`src/rtl/timer_pkg.sv`:
```
// ---------------------------------------------------------------------------
// timer_pkg : shared encodings for the timer_counter block.  Rev 1.0
// ---------------------------------------------------------------------------
`default_nettype none

package timer_pkg;

  typedef enum logic [1:0] {
    S_IDLE = 2'd0,
    S_LOAD = 2'd1,
    S_CNT  = 2'd2,
    S_INT  = 2'd3
  } state_e;

  localparam logic [1:0] c_OFF_CTRL   = 2'd0;
  localparam logic [1:0] c_OFF_PRESET = 2'd1;
  localparam logic [1:0] c_OFF_COUNT  = 2'd2;

  localparam int c_CTRL_EN      = 0;
  localparam int c_CTRL_MODE_LO = 1;
  localparam int c_CTRL_MODE_HI = 2;
  localparam int c_CTRL_IM      = 3;
  localparam int c_CTRL_W       = 4;

  localparam logic [1:0] c_MODE_ONESHOT = 2'b00;
  localparam logic [1:0] c_MODE_RELOAD  = 2'b01;

endpackage

`default_nettype wire

```
`src/rtl/timer_counter.sv`:
```
// ---------------------------------------------------------------------------
// timer_counter : memory-mapped down-counter timer (one-shot / auto-reload).
// Rev 1.0
// ---------------------------------------------------------------------------
`default_nettype none

module timer_counter
  import timer_pkg::*;
#(
  parameter int          DATA_W  = 32,
  parameter logic [27:0] BASE_HI = 28'h0000_7F0
) (
  input  logic              clk,
  input  logic              reset,
  input  logic [1:0]        addr,
  input  logic              we,
  input  logic [DATA_W-1:0] wdata,
  output logic [DATA_W-1:0] rdata,
  output logic              irq
);

  logic [c_CTRL_W-1:0] ctrl_q;
  logic [DATA_W-1:0]   preset_q;
  logic [DATA_W-1:0]   count_q;
  state_e              state_q;
  logic                irq_flag_q;

  logic w_wr_ctrl;
  logic w_wr_preset;
  logic w_en;
  logic w_reload;
  logic w_unused_base;

  // Address match against BASE_HI is done by the bridge.
  assign w_unused_base = ^BASE_HI;

  assign w_wr_ctrl   = we && (addr == c_OFF_CTRL);
  assign w_wr_preset = we && (addr == c_OFF_PRESET);
  assign w_en        = ctrl_q[c_CTRL_EN];
  assign w_reload    = (ctrl_q[c_CTRL_MODE_HI:c_CTRL_MODE_LO] == c_MODE_RELOAD);

  always_ff @(posedge clk or posedge reset) begin
    if (reset) begin
      ctrl_q     <= '0;
      preset_q   <= '0;
      count_q    <= '0;
      state_q    <= S_IDLE;
      irq_flag_q <= 1'b0;
    end else begin
      // Bus clear first so a same-edge set from the FSM takes priority.
      if (w_wr_ctrl || w_wr_preset) irq_flag_q <= 1'b0;
      if (w_wr_preset)              preset_q   <= wdata;

      case (state_q)
        S_IDLE: if (w_en) state_q <= S_LOAD;
        S_LOAD: begin
          count_q <= preset_q;
          state_q <= S_CNT;
        end
        S_CNT: begin
          if (!w_en) begin
            state_q <= S_IDLE;
          end else if (count_q == '0) begin
            state_q    <= S_INT;
            irq_flag_q <= 1'b1;
          end else begin
            count_q <= count_q - 1'b1;
          end
        end
        S_INT: begin
          if (w_reload) begin
            irq_flag_q <= 1'b0;
            state_q    <= S_LOAD;
          end else begin
            ctrl_q[c_CTRL_EN] <= 1'b0;
            state_q           <= S_IDLE;
          end
        end
      endcase

      // Placed after the FSM so a CPU write overrides the one-shot En clear.
      if (w_wr_ctrl) ctrl_q <= wdata[c_CTRL_W-1:0];
    end
  end

  always_comb begin
    rdata = '0;
    case (addr)
      c_OFF_CTRL:   rdata = {{(DATA_W-c_CTRL_W){1'b0}}, ctrl_q};
      c_OFF_PRESET: rdata = preset_q;
      c_OFF_COUNT:  rdata = count_q;
      default:      rdata = '0;
    endcase
  end

  assign irq = irq_flag_q & ctrl_q[c_CTRL_IM];

endmodule

`default_nettype wire

```
`config.mk`:
```
export PLATFORM = sky130hd
export DESIGN_NAME = timer_counter
export DESIGN_NICKNAME = d
export VERILOG_FILES = /design/src/rtl/timer_pkg.sv /design/src/rtl/timer_counter.sv
export SDC_FILE = /design/constraint.sdc
export NUM_CORES = 1
export LEC_CHECK = 0
export ABC_AREA = 1
export BUFFER_PORTS_ARGS = -buffer_cell sky130_fd_sc_hd__buf_2
export CORE_MARGIN = 2
export CORE_UTILIZATION = 42
export CTS_CLUSTER_DIAMETER = 120
export DETAILED_ROUTE_END_ITERATION = 10
export REMOVE_ABC_BUFFERS = 1
export SYNTH_ARGS = -nofsm -noshare
export SYNTH_HDL_FRONTEND = slang
export SYNTH_SLANG_ARGS = --single-unit
```
`constraint.sdc`:
```
create_clock -name clk -period 4.1 [get_ports clk]
set_clock_uncertainty 0.1 [all_clocks]
set_input_delay 0.205 -clock clk [delete_from_list [all_inputs] [get_ports clk]]
set_output_delay 0.205 -clock clk [all_outputs]
set_load 0.005 [all_outputs]
```
==> flow_summary_export.csv <==
group,metric,value,unit
synth,synth_seq_cells,71,
synth,synth-warning-count,0,
synth,syn_area_per_cell,7.005,um^2
clock_tree,tritoncts_num_sinks,71,
pwr,switching_share,45.08,%
die,initial_core_util,42.94,%
cells_and_area,layout.core_utilization,51.38,%
placement,preCtsSetupSlack,1.690,ns
global_route,grt_pass1_wl,20.68,mm
synth,synth_area,4413,um^2
placement,portBuffers,69,
global_route,grt_max_degree,65,
timing,report.final.hold_viol_count,0,
clock_tree,clk_root_buffer_cell,"sky130_fd_sc_hd__clkbuf_8",
timing,layout_worst_path_cycle_share,59.59,%
pwr,power.leakage,2.582,nW
pwr,switching_power,1.475,mW
global_route,track_usage,22.66,%
status,outcome,"finished, final reports clean",
pwr,share_comb_of_total_power,44.6,%
timing,achievable-frequency,409.3,MHz
synth,synth_cells,630,
synth,synth_edf_count,0,
cells_and_area,nets_finish,748,
global_route,antenna_found_initial,0,
die,fp.dieArea,11340,um^2
clock_tree,post_cts_resize_count,0,
clock_tree,max-clock-path-buffers,2,
hold_path,hold_path.class,"in -> reg",
job,maxCapViolCount,0,
cells_and_area,ff_latch_area,1777,um^2
timing,layout_setup_ws,1.657,ns
timing,relSlewSlack,19.47,%
pwr,share_seq_of_total_power,35.8,%
timing,finalSetupViolations,0,
global_route,grt_overflow,0,
drt,drc,0,
clock_tree,worst_setup_hold_path_clk_slew,0.07,ns
worst_setup_path,timing.critical_path.slowest_cell_delay,0.37,ns
drt,ant_nets,0,
die,chipWidth,106.5,um
worst_setup_path,cp_cell_sequence,"inv_1, ha_1, nand3_4, nor2_8, nand3_4, nand2_4, nand2_4, nand3_1, o21ai_2",
pwr,power_frac_clock,19.6,%
drt,first_iter_violations,247,
worst_setup_path,startpoint_type,"flop",
clock_tree,htree_num_levels,3,
die,num_io_pins,70,
placement,placed_cells_incl_taps,812,
worst_setup_path,worst_ep_required_time,4.23,ns
synth,synth_cell_types,28,
synth,synth_sequential_area_ratio,40.26,%
pwr,fin_total_pwr,3.271,mW
timing,layout_min_cycle_time,2.443,ns
clock_tree,tritoncts.num_buffers,9,
worst_setup_path,end_kind,"flop",
cells_and_area,drive_gt1_share,16.50,%
drt,dr.pass1.iters,5,
timing,slew_at_the_pin_closest_to_its_max_slew_limit,1.205,ns
die,die_height,106.5,um
die,fp-row-count,37,
die,core_area,10280,um^2
drt,detail_routed_via_count_per_cell,5.165,
synth,post_synthesis_async_set_or_reset_flop_share,100.0,%
cells_and_area,insertedDiodeCount,0,
worst_setup_path,slowest_stage,"sky130_fd_sc_hd__dfrtp_1",
pwr,p_per_area,619.6,nW/um^2
timing,maxSlewViolCount,0,
worst_setup_path,criticalPathCategory,"reg -> reg",
cells_and_area,multi_input_area,2211,um^2
timing,fin_tns_setup,0,ns
drt,avgRoutedWirePerCell,13.87,um
cells_and_area,filler_cell_count,1032,
drt,wl,11.80,mm
clock_tree,tritoncts,"yes",
worst_setup_path,setup.reg_to_reg.worst_slack,1.66,ns
pwr,p_int,1.797,mW
clock_tree,insertion_delay,0.35,ns
timing,rsz_0062_raised_after_global_routing,"no",
global_route,first_global_vias,4311,
drt,routed-via-count,4395,
worst_setup_path,critical_path_arrival,2.57,ns
cells_and_area,area.growth.synth_to_final,19.65,%
placement,dp_hpwl,8.243,mm
pwr,irDropWorstVdd,195.4,uV
cells_and_area,stdcell_count,851,
synth,main_synth_ff_type,"sky130_fd_sc_hd__dfrtp_1",
worst_setup_path,maximum_fanout_along_the_worst_path,48,
placement,gp_congestion,0.9322,
## critical path: cells and delay by family, from the launching register on
family                     cells  cell delay, ns
and+or+nand+nor                6            1.23
DFF                            1            0.37
adders and majority gates      1            0.33
buffers and inverters          1            0.18
AOI/OAI and AO/OA              1            0.07
## cells by family (layout without fill, tap and decap cells)
kind of cell               count (synthesis)  in the layout  share of synthesized area, %
buffers and inverters                    107            192                         9.696
DFF                                       71             71                         40.26
muxes                                      1              1                        0.2552
adders and majority gates                  1              1                        0.2835
AOI/OAI and AO/OA                        112            112                         14.15
and+or+nand+nor                          338            338                         35.36
## routing by layer
metal	vias to the layer above	GRT usage, %	routed length, um
met5	-	0	0
met4	0	7.143	118
met3	10	3.740	511
met2	98	36.17	5393
met1	2064	31.51	5782
li1	2223	-	-
## Yosys cell counts, types with 4 or more instances
master | number | share of area [%]
sky130_fd_sc_hd__inv_1 | 81 | 6.9
sky130_fd_sc_hd__clkbuf_1 | 16 | 1.4
sky130_fd_sc_hd__nor2_1 | 85 | 7.2
sky130_fd_sc_hd__nand2_1 | 148 | 13
sky130_fd_sc_hd__nand3_1 | 70 | 7.9
sky130_fd_sc_hd__nor2_2 | 5 | 0.71
sky130_fd_sc_hd__o21ai_2 | 4 | 0.79
sky130_fd_sc_hd__nand4_1 | 8 | 1.1
sky130_fd_sc_hd__nand3_2 | 12 | 2.7
sky130_fd_sc_hd__o21ai_0 | 39 | 4.4
sky130_fd_sc_hd__o21ai_1 | 6 | 0.68
sky130_fd_sc_hd__o22ai_1 | 28 | 4.0
sky130_fd_sc_hd__a21oi_1 | 31 | 3.5
sky130_fd_sc_hd__dfrtp_1 | 71 | 40
## metrics by stage
step	hold slack (ns)	cell area, um^2
6_report	0.007586	5280
3_5_place_dp	0.3418	4826
5_1_grt	0.01365	5280
3_3_place_gp	0.3377	4826
4_1_cts	0.0001727	5280
2_1_floorplan	0.2557	4293
## sequential cells by signal, indices dropped and copies added (netlist names)
name	cells
count_q	32
preset_q	32
ctrl_q	4
state_q	2
irq_flag_q	1
## power groups by stage
stage	combinational, mW	clock, mW	sequential, mW
final	1.46	0.643	1.17
after global routing	1.69	0.692	1.20
after CTS	1.46	0.655	1.17
after detailed placement	1.44	0	1.18
after global placement	1.41	0	1.17
after floorplan	1.08	0	1.11
## placed cells by master, fill, tap and decap left out
master	synthesis	final
sky130_fd_sc_hd__buf_4	0	2
sky130_fd_sc_hd__o21ai_1	6	6
sky130_fd_sc_hd__nand3_2	12	12
sky130_fd_sc_hd__inv_2	0	1
sky130_fd_sc_hd__inv_1	81	80
sky130_fd_sc_hd__mux2_2	1	1
sky130_fd_sc_hd__nor2_1	85	85
sky130_fd_sc_hd__dfrtp_1	71	71
sky130_fd_sc_hd__nand3_4	3	3
sky130_fd_sc_hd__nor2_4	3	3
sky130_fd_sc_hd__nand4_1	8	8
sky130_fd_sc_hd__nand2_1	148	147
sky130_fd_sc_hd__dlygate4sd3_1	0	23
sky130_fd_sc_hd__ha_1	1	1
sky130_fd_sc_hd__nor3_1	1	1
sky130_fd_sc_hd__bufinv_16	0	2
sky130_fd_sc_hd__clkbuf_1	16	2
sky130_fd_sc_hd__clkinv_1	1	1
sky130_fd_sc_hd__nand3_1	70	70
sky130_fd_sc_hd__o221ai_1	3	3
sky130_fd_sc_hd__o21ai_2	4	4
sky130_fd_sc_hd__nor2_8	1	1
sky130_fd_sc_hd__clkinv_2	0	1
sky130_fd_sc_hd__nand2_2	0	1
sky130_fd_sc_hd__o21ai_0	39	39
sky130_fd_sc_hd__nand2_4	2	2
sky130_fd_sc_hd__a21oi_1	31	31
sky130_fd_sc_hd__buf_2	2	69
sky130_fd_sc_hd__clkbuf_8	0	11
sky130_fd_sc_hd__o22ai_1	28	28
sky130_fd_sc_hd__nor2_2	5	5
sky130_fd_sc_hd__o211ai_1	1	1
## path summary, 6_finish.rpt
| check | endpoint | cells after the start | startpoint |
|---|---|---|---|
| worst max-delay path | count_q[2] | 9 | count_q[0] |
| worst min-delay path | preset_q[19] | 3 | wdata[19] |
| worst max register to register | count_q[2] | 9 | count_q[0] |
| worst min register to register | preset_q[3] | 2 | preset_q[3] |
| max in group asynchronous | count_q[1] | 4 | reset |
| min in group asynchronous | preset_q[27] | 3 | reset |
## cell type report
cell class                      instances  share of cell area (%)
Sequential cell                        71                   33.65
Clock inverter                          3                   1.232
Multi-Input combinational cell        452                   41.87
Tap cell                              136                   3.223
Timing Repair Buffer                   94                   11.18
Clock buffer                           13                   3.009
Inverter                               82                   5.829
## what timing repair did
item / in CTS / in global routing
endpoints found under the hold margin: 62 / 0
hold buffers: 23 / 0
buffers inserted: 0 / 0
Power figures use the tool's default switching activity.
